--- src/rtl/ip_codma_pkg.sv ---
// Shared CODMA package: bus geometry defaults and the read-machine state type.
package ip_codma_pkg;

   localparam int unsigned CODMA_ADDR_W    = 32;
   localparam int unsigned CODMA_DATA_W    = 32;
   localparam int unsigned CODMA_MAX_WORDS = 8;

   typedef enum logic [1:0] {
      RD_IDLE    = 2'd0,
      RD_ASK     = 2'd1,
      RD_GRANTED = 2'd2,
      RD_UNUSED  = 2'd3
   } read_state_t;

endpackage

--- src/rtl/ip_codma_rd_machine_if.sv ---
// System-bus read channel between the CODMA read machine (master) and the bus (slave).
//   bus_read_o  : read request            (master -> slave)
//   bus_addr_o  : base byte address       (master -> slave)
//   bus_gnt_i   : request granted         (slave -> master)
//   bus_valid_i : read beat valid         (slave -> master)
//   bus_rdata_i : read beat data          (slave -> master)
//   bus_error_i : error response          (slave -> master)
interface ip_codma_rd_machine_if
   import ip_codma_pkg::*;
#(
   parameter int unsigned ADDR_W = CODMA_ADDR_W,
   parameter int unsigned DATA_W = CODMA_DATA_W
);

   logic              bus_read_o;
   logic [ADDR_W-1:0] bus_addr_o;
   logic              bus_gnt_i;
   logic              bus_valid_i;
   logic [DATA_W-1:0] bus_rdata_i;
   logic              bus_error_i;

   modport master (
      output bus_read_o,
      output bus_addr_o,
      input  bus_gnt_i,
      input  bus_valid_i,
      input  bus_rdata_i,
      input  bus_error_i
   );

   modport slave (
      input  bus_read_o,
      input  bus_addr_o,
      output bus_gnt_i,
      output bus_valid_i,
      output bus_rdata_i,
      output bus_error_i
   );

endinterface

--- src/rtl/ip_codma_rd_machine.sv ---
// CODMA read-side bus master. Accepts a base address and beat count from the DMA
// state machine, runs the request/grant handshake, gathers the returned beats into
// a local buffer and reports completion with done/error pulses.
//   clk_i, reset_i : clock, asynchronous active-high reset
//   rd_start_i     : one-cycle start; rd_addr_i / rd_words_i sampled with it
//   rd_busy_o      : machine not idle
//   rd_done_o      : one-cycle pulse, rd_data_o valid
//   rd_error_o     : one-cycle pulse, read aborted
//   rd_data_o      : buffer, word i at [i*DATA_W +: DATA_W]
//   bus            : read channel (master modport)
// Optional build macro CODMA_RD_TIMEOUT_EN adds a watchdog that aborts after
// TIMEOUT_CYCLES consecutive cycles without grant/beat progress.
module ip_codma_rd_machine
   import ip_codma_pkg::*;
#(
   parameter int unsigned DATA_W         = CODMA_DATA_W,
   parameter int unsigned MAX_WORDS      = CODMA_MAX_WORDS,
   parameter int unsigned CNT_W          = $clog2(MAX_WORDS + 1),
   parameter int unsigned TIMEOUT_CYCLES = 256
) (
   input  logic                          clk_i,
   input  logic                          reset_i,
   input  logic                          rd_start_i,
   input  logic [CODMA_ADDR_W-1:0]       rd_addr_i,
   input  logic [CNT_W-1:0]              rd_words_i,
   output logic                          rd_busy_o,
   output logic                          rd_done_o,
   output logic                          rd_error_o,
   output logic [MAX_WORDS*DATA_W-1:0]   rd_data_o,
   ip_codma_rd_machine_if.master         bus
);

   read_state_t                           state_q, state_d;
   logic                                  done_d, error_d;
   logic                                  accept_c, beat_c, wd_expire_c;
   logic                                  read_q;
   logic [CODMA_ADDR_W-1:0]               addr_q;
   logic [CNT_W-1:0]                      words_q, count_q;
   logic [MAX_WORDS-1:0][DATA_W-1:0]      buf_q;

   assign bus.bus_read_o = read_q;
   assign bus.bus_addr_o = addr_q;
   assign rd_data_o      = buf_q;

   // Next-state and pulse decode; bus_error_i outranks grant and beats.
   always_comb begin
      state_d  = state_q;
      done_d   = 1'b0;
      error_d  = 1'b0;
      accept_c = 1'b0;
      beat_c   = 1'b0;
      case (state_q)
         RD_IDLE: begin
            if (rd_start_i) begin
               accept_c = 1'b1;
               if (rd_words_i == '0) begin
                  done_d = 1'b1;
               end else if (rd_words_i > CNT_W'(MAX_WORDS)) begin
                  error_d = 1'b1;
               end else begin
                  state_d = RD_ASK;
               end
            end
         end
         RD_ASK: begin
            if (bus.bus_error_i) begin
               state_d = RD_IDLE;
               error_d = 1'b1;
            end else if (bus.bus_gnt_i) begin
               state_d = RD_GRANTED;
            end else if (wd_expire_c) begin
               state_d = RD_IDLE;
               error_d = 1'b1;
            end
         end
         RD_GRANTED: begin
            if (bus.bus_error_i) begin
               state_d = RD_IDLE;
               error_d = 1'b1;
            end else if (bus.bus_valid_i) begin
               beat_c = 1'b1;
               if ((count_q + CNT_W'(1)) == words_q) begin
                  state_d = RD_IDLE;
                  done_d  = 1'b1;
               end
            end else if (wd_expire_c) begin
               state_d = RD_IDLE;
               error_d = 1'b1;
            end
         end
         default: state_d = RD_IDLE;
      endcase
   end

   // State, registered outputs, request latch and beat buffer.
   always_ff @(posedge clk_i or posedge reset_i) begin
      if (reset_i) begin
         state_q    <= RD_IDLE;
         rd_busy_o  <= 1'b0;
         rd_done_o  <= 1'b0;
         rd_error_o <= 1'b0;
         read_q     <= 1'b0;
         addr_q     <= '0;
         words_q    <= '0;
         count_q    <= '0;
         buf_q      <= '0;
      end else begin
         state_q    <= state_d;
         rd_busy_o  <= (state_d != RD_IDLE);
         rd_done_o  <= done_d;
         rd_error_o <= error_d;
         read_q     <= (state_d == RD_ASK);
         if (accept_c) begin
            addr_q  <= rd_addr_i;
            words_q <= rd_words_i;
            count_q <= '0;
            buf_q   <= '0;
         end else if (beat_c) begin
            for (int unsigned i = 0; i < MAX_WORDS; i++) begin
               if (count_q == CNT_W'(i)) buf_q[i] <= bus.bus_rdata_i;
            end
            count_q <= count_q + CNT_W'(1);
         end
      end
   end

`ifdef CODMA_RD_TIMEOUT_EN
   localparam int unsigned WD_W = $clog2(TIMEOUT_CYCLES + 1);

   logic [WD_W-1:0] wd_q;
   logic            wd_idle_c;

   // A cycle is idle when the bus makes no progress in the current phase.
   assign wd_idle_c   = ((state_q == RD_ASK)     && !bus.bus_gnt_i) ||
                        ((state_q == RD_GRANTED) && !bus.bus_valid_i);
   assign wd_expire_c = wd_idle_c && (wd_q == WD_W'(TIMEOUT_CYCLES - 1));

   // Consecutive idle-cycle counter; cleared on progress or phase change.
   always_ff @(posedge clk_i or posedge reset_i) begin
      if (reset_i) begin
         wd_q <= '0;
      end else if (wd_idle_c && (state_d == state_q)) begin
         wd_q <= wd_q + WD_W'(1);
      end else begin
         wd_q <= '0;
      end
   end
`else
   assign wd_expire_c = 1'b0;

   // Watchdog compiled out: the limit is carried only to keep one parameter list.
   if (TIMEOUT_CYCLES == 0) begin : g_wd_absent
   end
`endif

endmodule
--- src/flat_wrapper.sv ---
// flat-port wrapper written by rule: the top's interface ports become plain ports
module ip_codma_rd_machine_flat import ip_codma_pkg::*;
#(
   parameter int unsigned DATA_W         = CODMA_DATA_W,
   parameter int unsigned MAX_WORDS      = CODMA_MAX_WORDS,
   parameter int unsigned CNT_W          = $clog2(MAX_WORDS + 1),
   parameter int unsigned TIMEOUT_CYCLES = 256
)
  (clk_i, reset_i, rd_start_i, rd_addr_i, rd_words_i, rd_busy_o, rd_done_o, rd_error_o, rd_data_o, bus_bus_read_o, bus_bus_addr_o, bus_bus_gnt_i, bus_bus_valid_i, bus_bus_rdata_i, bus_bus_error_i);
  ip_codma_rd_machine_if #(.DATA_W(DATA_W)) bus_i ();
  input  logic clk_i;
  input  logic reset_i;
  input  logic rd_start_i;
  input  logic [CODMA_ADDR_W-1:0] rd_addr_i;
  input  logic [CNT_W-1:0] rd_words_i;
  output logic rd_busy_o;
  output logic rd_done_o;
  output logic rd_error_o;
  output logic [MAX_WORDS*DATA_W-1:0] rd_data_o;
  output wire logic [$bits(bus_i.bus_read_o)-1:0] bus_bus_read_o;
  output wire logic [$bits(bus_i.bus_addr_o)-1:0] bus_bus_addr_o;
  input wire logic [$bits(bus_i.bus_gnt_i)-1:0] bus_bus_gnt_i;
  input wire logic [$bits(bus_i.bus_valid_i)-1:0] bus_bus_valid_i;
  input wire logic [$bits(bus_i.bus_rdata_i)-1:0] bus_bus_rdata_i;
  input wire logic [$bits(bus_i.bus_error_i)-1:0] bus_bus_error_i;
  assign bus_bus_read_o = bus_i.bus_read_o;
  assign bus_bus_addr_o = bus_i.bus_addr_o;
  assign bus_i.bus_gnt_i = bus_bus_gnt_i;
  assign bus_i.bus_valid_i = bus_bus_valid_i;
  assign bus_i.bus_rdata_i = bus_bus_rdata_i;
  assign bus_i.bus_error_i = bus_bus_error_i;
  ip_codma_rd_machine #(.DATA_W(DATA_W), .MAX_WORDS(MAX_WORDS), .CNT_W(CNT_W), .TIMEOUT_CYCLES(TIMEOUT_CYCLES)) u_core (.clk_i(clk_i), .reset_i(reset_i), .rd_start_i(rd_start_i), .rd_addr_i(rd_addr_i), .rd_words_i(rd_words_i), .rd_busy_o(rd_busy_o), .rd_done_o(rd_done_o), .rd_error_o(rd_error_o), .rd_data_o(rd_data_o), .bus(bus_i));
endmodule
--- config.mk ---
export PLATFORM = sky130hd
export DESIGN_NAME = ip_codma_rd_machine_flat
export DESIGN_NICKNAME = d
export VERILOG_FILES = /design/src/rtl/ip_codma_pkg.sv /design/src/rtl/ip_codma_rd_machine_if.sv /design/src/rtl/ip_codma_rd_machine.sv /design/src/flat_wrapper.sv
export SDC_FILE = /design/constraint.sdc
export NUM_CORES = 1
export LEC_CHECK = 0
export ABC_AREA = 1
export ABC_CLOCK_PERIOD_IN_PS = 14100
export CAP_MARGIN = 20
export CORE_MARGIN = 2
export CORE_UTILIZATION = 47
export DETAILED_ROUTE_END_ITERATION = 8
export PLACE_DENSITY = 0.8
export SETUP_SLACK_MARGIN = 0.05
export SLEW_MARGIN = 30
export SYNTH_ARGS = -nofsm -noshare
export SYNTH_HDL_FRONTEND = slang
export SYNTH_SLANG_ARGS = --single-unit
--- constraint.sdc ---
create_clock -name clk_i -period 14.1 [get_ports clk_i]
set_input_delay 2.115 -clock clk_i [delete_from_list [all_inputs] [get_ports clk_i]]
set_output_delay 2.115 -clock clk_i [all_outputs]
set_load 0.01 [all_outputs]
==> flow_summary.toml <==
[floorplan]
fp.coreArea_sq_um = 25300
rows = 58
pin_count = 366
dieWidth_um = 164
dieArea_sq_um = 27000
die_h_um = 164
initial_core_util_pct = 47.9

[detailed_routing]
dr.first_iter.drc_count = 758
first_pass_iters = 5
wirelength_um = 36100
dr_total_vias = 9672
vias_per_cell = 5.13
drcViolationCount = 0
postRouteAntennaNets = 0
wl_per_cell_um = 19.2

[sta]
fmax_mhz = 206
hold_ws_ps = 469
rsz0062_at_grt = "false"
post-route-period-util_pct = 34.4
setup_violations = 0
skew_ps = 6.75
fin_ws_ps = 9250
tightestPinTransition_ps = 995
period_needed_ps = 4850
finalMaxSlewViolations = 0
max_slew_margin_pct = 33.4
hold_violations = 0
setup_tns_ps = 0

[critical_path]
crit_family = "buffers and inverters"
r2r_slack_ps = 10580
cp.required_ps = 14490
rr_endpoint = "u_core.rd_data_o[68]"
r2r_cells = 7
critPathArrivalTime_ps = 5230
setup.worst_path.start_class = "primary input"
worst-path-max-fanout = 62
worstReg2RegStart = "u_core.state_q[0]"
slowest_delay_ps = 810
crit_type = "primary input to flip-flop"
path_buf_inv = 3
worstPathCellList = "clkdlybuf4s50_1 > nand2_4 > buf_4 > nand2_1 > inv_2 > o21ai_0"
worst_path_max_delay_cell = "inv_2"
end_kind = "flip-flop"

[worst_hold_path]
hold_end = "u_core.rd_data_o[50]"
hold_depth = 2
min_from = "u_core.rd_data_o[50]"
hp-class = "flip-flop to flip-flop"

[placement]
io_buffers = 365
dpl_worst_slack_ps = 8680
gp_congestion = 0.863
dp_hpwl_um = 24800

[synthesis]
syn-instance-count = 1183
yosysUniqueCellTypes = 24
synth_edf_count = 0
ys_seq_area_share_pct = 62.5
syn_avg_cell_area_sq_um = 10.2
synth_flop_cell = "dfrtp_1"
ys_ff_latch = 302
synth_warnings = 0
synthArstFlopShare_pct = 100
synth_largest_area_cell = "dfrtp_1"
synth.net_count = 1265
synth_top_area_share_pct = 62.5
netlist_area_sq_um = 12100
synth_area_leaders = "dfrtp_1, nand2_1, mux2_4"

[clocking]
cts_hold_buf = 0
cts_htree_levels = 1
cts_tree = "done"
cts_root_buf = "clkbuf_16"
cts.sinks = 302
cts_setup_buffers = 0
clk_path_buf_depth = 3
insertion_delay_ps = 540
clkTransAtPathRegs_ps = 60
cts_buffers = 31
cts_resized = 0

[power_and_ir_drop]
power_density_nw_per_um2 = 238
p_leak_uw = 0.00819
total_power_uw = 4030
ir_worst_vdd_mv = 0.142

[run_status]
status = "complete, no violations"

[cells_and_area]
fin_util_pct = 67.0
drive_gt1_share_pct = 8.88
nets = 1612
synthToLayoutAreaGrowth_pct = 39.9
final_common_cell = "nand2_1"
nFillCells = 1939
final_cell_mix = "nand2_1, clkdlybuf4s50_1, dfrtp_1"

[grt]
overflow = 0
antenna_found_initial = 1
grt_max_degree = 90
grt_pass1_wl_um = 55000
grt_usage_pct = 26.4
grt_pass1_vias = 9707

[flow_run]
max_cap_viol_count = 0
==> power breakdown <==
group | switching, uW | leakage [uW] | total (uW) | internal (uW)
clock | 337 | 0.000534 | 854 | 517
combinational | 839 | 0.00378 | 1720 | 878
sequential | 227 | 0.00388 | 1460 | 1230
==> area by class of cell <==
cell class | instances | area, sq um | area share [%]
flip-flops and latches | 302 | 7560 | 44.7
multi-input cells | 775 | 3980 | 23.5
repair buffers | 372 | 3710 | 21.9
clock buffers | 45 | 908 | 5.37
well taps | 330 | 413 | 2.44
inverters | 48 | 190 | 1.12
clock inverters | 12 | 160 | 0.946
diodes | 1 | 2.50 | 0.0148
==> worst max path at each step <==
stage,end,from,cells after the start
after floorplan,u_core.bus.bus_addr_o[0],reset_i,1
after global placement,u_core.rd_data_o[85],rd_start_i,6
after detailed placement,u_core.rd_data_o[78],rd_start_i,6
after CTS,u_core.rd_data_o[76],rd_start_i,6
after global routing,u_core.rd_data_o[83],rd_start_i,6
final,u_core.rd_data_o[68],rd_start_i,6
==> per-stage QoR <==
stage | area [sq um] | instances
6_report | 16900 | 1885
3_5_place_dp | 15800 | 1827
3_3_place_gp | 15800 | 1827
5_1_grt | 16900 | 1884
2_1_floorplan | 12100 | 1183
4_1_cts | 16900 | 1884
==> synthesized netlist by cell type (2+ instances only) <==
cell	instances
dfrtp_1	302
nand4_1	3
nor2_1	26
mux2_4	60
buf_2	42
nand2_4	3
buf_1	2
nand2_1	506
buf_12	6
a21oi_1	6
nand3_1	51
buf_6	2
inv_1	40
o21ai_0	88
inv_2	8
clkbuf_1	5
nor2_8	2
o21ai_1	16
nand3_4	3
ha_1	8
==> sequential cells by signal, summed over array words and instances (netlist names) <==
name	flops
u_core.rd_data_o	256
u_core.bus.bus_addr_o	32
u_core.count_q	4
u_core.words_q	4
u_core.state_q	2
u_core.bus.bus_read_o	1
u_core.rd_busy_o	1
u_core.rd_done_o	1
u_core.rd_error_o	1
==> kinds of logic after synthesis <==
logic type	Yosys count	share of synthesized area, %
AOI/OAI and AO/OA	112	4.67
and+or+nand+nor	595	19.9
muxes	60	7.45
DFF	302	62.5
buffers and inverters	106	4.69
adders and majority gates	8	0.828
==> tightest hold or removal path, stage by stage (launching register included) <==
cell and delay [ps]:
dfrtp_1 340, nand2_1 50, nand2_1 40
==> layer usage <==
layer  routed length, um  GRT usage [%]  vias up  part of all wire [%]
met5                   0              0        -                     0
met3                3120           6.10       95                   8.6
met1               14300           33.7     4728                    40
li1                    -              -     4427                     -
met4                1490           10.4        0                   4.1
met2               17200           43.8      422                    48
No activity file was read; power rests on OpenSTA's default activity.
==> RTL change 1: new RTL, same settings <==
Re-encode `read_state_t` (4 states) as Gray code, 2 bits wide.
--- a/src/rtl/ip_codma_pkg.sv
+++ b/src/rtl/ip_codma_pkg.sv
@@ -7,8 +7,8 @@
 
    typedef enum logic [1:0] {
-      RD_IDLE    = 2'd0,
-      RD_ASK     = 2'd1,
-      RD_GRANTED = 2'd2,
-      RD_UNUSED  = 2'd3
+      RD_IDLE    = 2'b00,
+      RD_ASK     = 2'b01,
+      RD_GRANTED = 2'b11,
+      RD_UNUSED  = 2'b10
    } read_state_t;
 
Formal check against the unedited RTL: same outputs for any inputs over 4 cycles, from zero or initial values and one cycle with reset_i high; so few cycles prove little.
==> RTL change 1 against the original RTL <==
Die area about the same. Sequential cell count is the same. Critical path depth up 3. Highest routed layer unchanged. Wire length up 0.66%. Largest power group unchanged. First-iteration DRC count is 32% higher. Design area decreased by 1.2%. Area after synthesis barely moved. Register-to-register slack improved by 830 ps. Total power is 6.2% lower. Clock power decreased by 2.3%. Final cell count about the same. Largest cell class unchanged. Setup slack improved by 710 ps.
==> RTL change 1: results (changes against the original RTL) <==
* Outcome: finished, final reports clean
* Fraction of the mapped netlist area in adder cells at 0.008280 (about the same)
* Int Pwr at 2.430 mW (-7.4%)
* Register area share after synthesis at 0.6251 (about the same)
* Met3 Use GR at 0.07132 (+0.01030)
* DR WL/cell at 19.29 um (+0.61%)
* Comb pwr share at 0.412 (-0.014)
* Total Wirelength at 36380 um (+0.66%)
* Max FO, Critical Path at 51 (-18%)
* Clock Skews at 12.82 ps (+6.074 ps)
* Antenna cells at 0 (-1)
* Reg2Reg Setup Slack at 11410 ps (+830 ps)
* Worst slack, placed at 9543 ps (+864.3 ps)
* Area contributors post-synth: dfrtp_1 63%, nand2_1 15%, o21ai_1 4.1%
* Drt first pass iters at 6 (+1)
* Worst vdd rail ir drop at 143.1 uV (+1.0%)
* Hold Path Sink: u_core.rd_data_o[154]
* Initial antenna violation count at 0 (-1)
* Min-Delay Startpoint: u_core.rd_data_o[154]
* Drt initial violations at 997 (+32%)
* Worst-Skew Late Latency at 560 ps (+20 ps)
* FF-to-FF End: u_core.rd_data_o[47]
* Worst rel slew slack at 0.3474 (+0.01290)
* Yosys cell types at 25 (+4.2%)
* Syn_nets at 1278 (+1.0%)
* Slowest CP cell: clkinv_2
* Nets at 1615 (+0.19%)
* Placed Area at 0.01568 mm2 (-1.0%)
## RTL change 1: changes by cell type after synthesis, moves of 3 or more
cell / delta
o21ai_1: +84
o21ai_0: -63
mux2_4: -40
o21ai_2: +36
buf_6: +26
nand2_1: -21
buf_2: -15
nand2_2: +14
inv_1: -6
mux2_2: +6
nor2_1: -5
buf_12: -4
clkbuf_1: -3
nand3_1: +3
## RTL change 1: area by class of cell
type	instances	area, um2
Multi-Input combinational cell	790	3856
Timing Repair Buffer	367	3681
Tap cell	330	412.9
Fill cell	1943	8539
Inverter	42	176.4
Clock buffer	44	894.6
Clock inverter	11	136.4
Sequential cell	302	7557
## RTL change 1: routing by layer
metal | part of all wire | wire, um | up-vias
li1 | - | - | 4496
met2 | 0.48 | 17390 | 521
met4 | 0.032 | 1174 | 0
met5 | 0 | 0 | -
met1 | 0.39 | 14150 | 4770
met3 | 0.10 | 3666 | 81
==> RTL change 2: new RTL, same flow settings <==
Without the edit above. Add a define of `CODMA_RD_TIMEOUT_EN`.
--- a/src/rtl/ip_codma_rd_machine.sv
+++ b/src/rtl/ip_codma_rd_machine.sv
@@ -11,4 +11,6 @@
 // Optional build macro CODMA_RD_TIMEOUT_EN adds a watchdog that aborts after
 // TIMEOUT_CYCLES consecutive cycles without grant/beat progress.
+`define CODMA_RD_TIMEOUT_EN
+
 module ip_codma_rd_machine
    import ip_codma_pkg::*;
Function: same outputs for any inputs over 4 cycles, from zero or initial values and one cycle with reset_i high; that may be too few to reach the edited logic, so the function may still have changed.
==> RTL change 2 against the original RTL <==
Sequential cell count grew 9. Total power shrank 11%. Combinational power shrank 21%. Setup slack gained 710 ps. Design area grew 3.1%. Sequential share of layout area is essentially flat. Area after synthesis grew 0.34%. Wire length is essentially flat. Via count grew 6.4%. Critical path type unchanged. Largest cell class unchanged. Highest routed layer unchanged.
==> RTL change 2: results (changes against the original RTL) <==
* CTS clk-pin slew, worst paths at 50 ps
* Placed Area at 0.01624 mm2 (+2.5%)
* Worst vdd rail ir drop at 127.5 uV (-10%)
* Critical Path Max Stage Delay at 790 ps (-20 ps)
* Post-DP HPWL at 25320 um (+2.0%)
* Worst-Margin Slew at 964.2 ps (-30.38 ps)
* Share of layout cells above drive strength 1 at 0.06734 (-0.02146)
* Post-CTS setup repair buffer count at 0 (unchanged)
* CP top delay family: simple AND/OR/NAND/NOR gates
* Drt initial violations at 924 (+22%)
* Register area share after synthesis at 0.6414 (+0.01643)
* Max reg flops at 256 (unchanged)
* DR WL/cell at 18.00 um (-6.1%)
* Synth top cells by count: 548 x nand2_1, 311 x dfrtp_1, 163 x o21ai_0
* Number of port buffers at 365 (unchanged)
* Outcome: finished, final reports clean
* Hold WC Path Type: flop to flop
* Asr flop ratio synth at 1.000 (unchanged)
* Yosys cell types at 30 (+25%)
* # resized after CTS at 0 (unchanged)
* Vias per inst at 5.125 (-0.11%)
* Antenna cells at 0 (-1)
* Synth top area share at 0.6414 (+0.01643)
* Fillers at 1925 (-0.72%)
* XOR/XNOR share of the synthesized area at 0.001444 (+0.001444)
* First-pass GRT wire length at 55010 um (about the same)
* Cts bufs inserted at 34 (+9.7%)
* Data arrival, critical path at 4490 ps (-740 ps)
* Largest net degree at the start of global routing at 156 (+73%)
* Max FO, Critical Path at 22 (-65%)
* Worst-Skew Late Latency at 510 ps (-30 ps)
* Mux contribution to synthesized area at 0.01114 (-0.06336)
* Drt first pass iters at 6 (+1)
* Area contributors post-synth: dfrtp_1 64%, nand2_1 17%, o21ai_0 6.7%
* Synth warn at 0 (unchanged)
* Nets at 1740 (+7.9%)
* GR Util All Layers at 0.2646 (+0.0009614)
* Fraction of the mapped netlist area in adder cells at 0.01031 (+0.002034)
* GPL Wtd Cong at 0.8568 (-0.66%)
* CTS root buf: clkbuf_16
* Clk buf depth at 3 (unchanged)
* Compound-Gate Fraction of Synth Area at 0.07527 (+0.02861)
* Leakage at 8.327 nW (+1.7%)
* Vias in the first global route at 9982 (+2.8%)
* H-tree levels at 2 (+1)
* Initial antenna violation count at 0 (-1)
* Syn_nets at 1381 (+9.2%)
* Clock Skews at 13.83 ps (+7.084 ps)
* Slowest CP cell: nor3_2
## RTL change 2: worst paths after layout
check,end,slack (ps),startpoint,depth (start not counted)
setup / recovery,u_core.rd_data_o[36],9970,bus_bus_error_i,9
hold / removal,u_core.wd_q[0],460,u_core.wd_q[0],1
setup reg to reg,u_core.rd_data_o[36],11260,u_core.state_q[0],11
hold reg to reg,u_core.wd_q[0],460,u_core.wd_q[0],1
max in group asynchronous,u_core.rd_data_o[137],10570,reset_i,3
min in group asynchronous,u_core.rd_data_o[71],2250,reset_i,2
## RTL change 2: through the flow
step                      setup slack (ps)  hold WS (ps)    util  cells
final                                 9965         463.5  0.6906   2008
after global routing                  9857         474.5  0.6906   2008
after CTS                             9970         467.9  0.6883   2006
after detailed placement              9461         457.1  0.6432   1948
after global placement                9541         453.5  0.6358   1941
after floorplan                       3384         441.2       -   1297
## RTL change 2: cell families after synthesis
group / Yosys count
AND/OR/NAND/NOR: 650
flip-flops: 311
AO/OA/AOI/OAI: 178
buffers and inverters: 134
multiplexers: 12
adder cells (fa/ha/maj): 10
XOR/XNOR: 2
## RTL change 2: area by class of cell
class | count | share of cell area
tap | 330 | 0.02367
clock inverter | 10 | 0.005739
clock buffer | 48 | 0.05947
timing repair buffer | 383 | 0.2266
sequential | 311 | 0.4462
multi-input combinational | 852 | 0.2217
inverter | 74 | 0.01664
## RTL change 2: routing by layer
metal	wire length [um]	track usage	share of wire	vias up
met4	1340	0.1063	0.037	0
met3	3093	0.06228	0.086	86
li1	-	-	-	4815
met5	0	0	0	-
met2	17230	0.4370	0.48	449
met1	14480	0.3387	0.40	4942
## RTL change 2: power by group
part | internal, mW | switching (mW)
registers | 1.16 | 0.157
logic | 0.652 | 0.711
clock network | 0.547 | 0.345
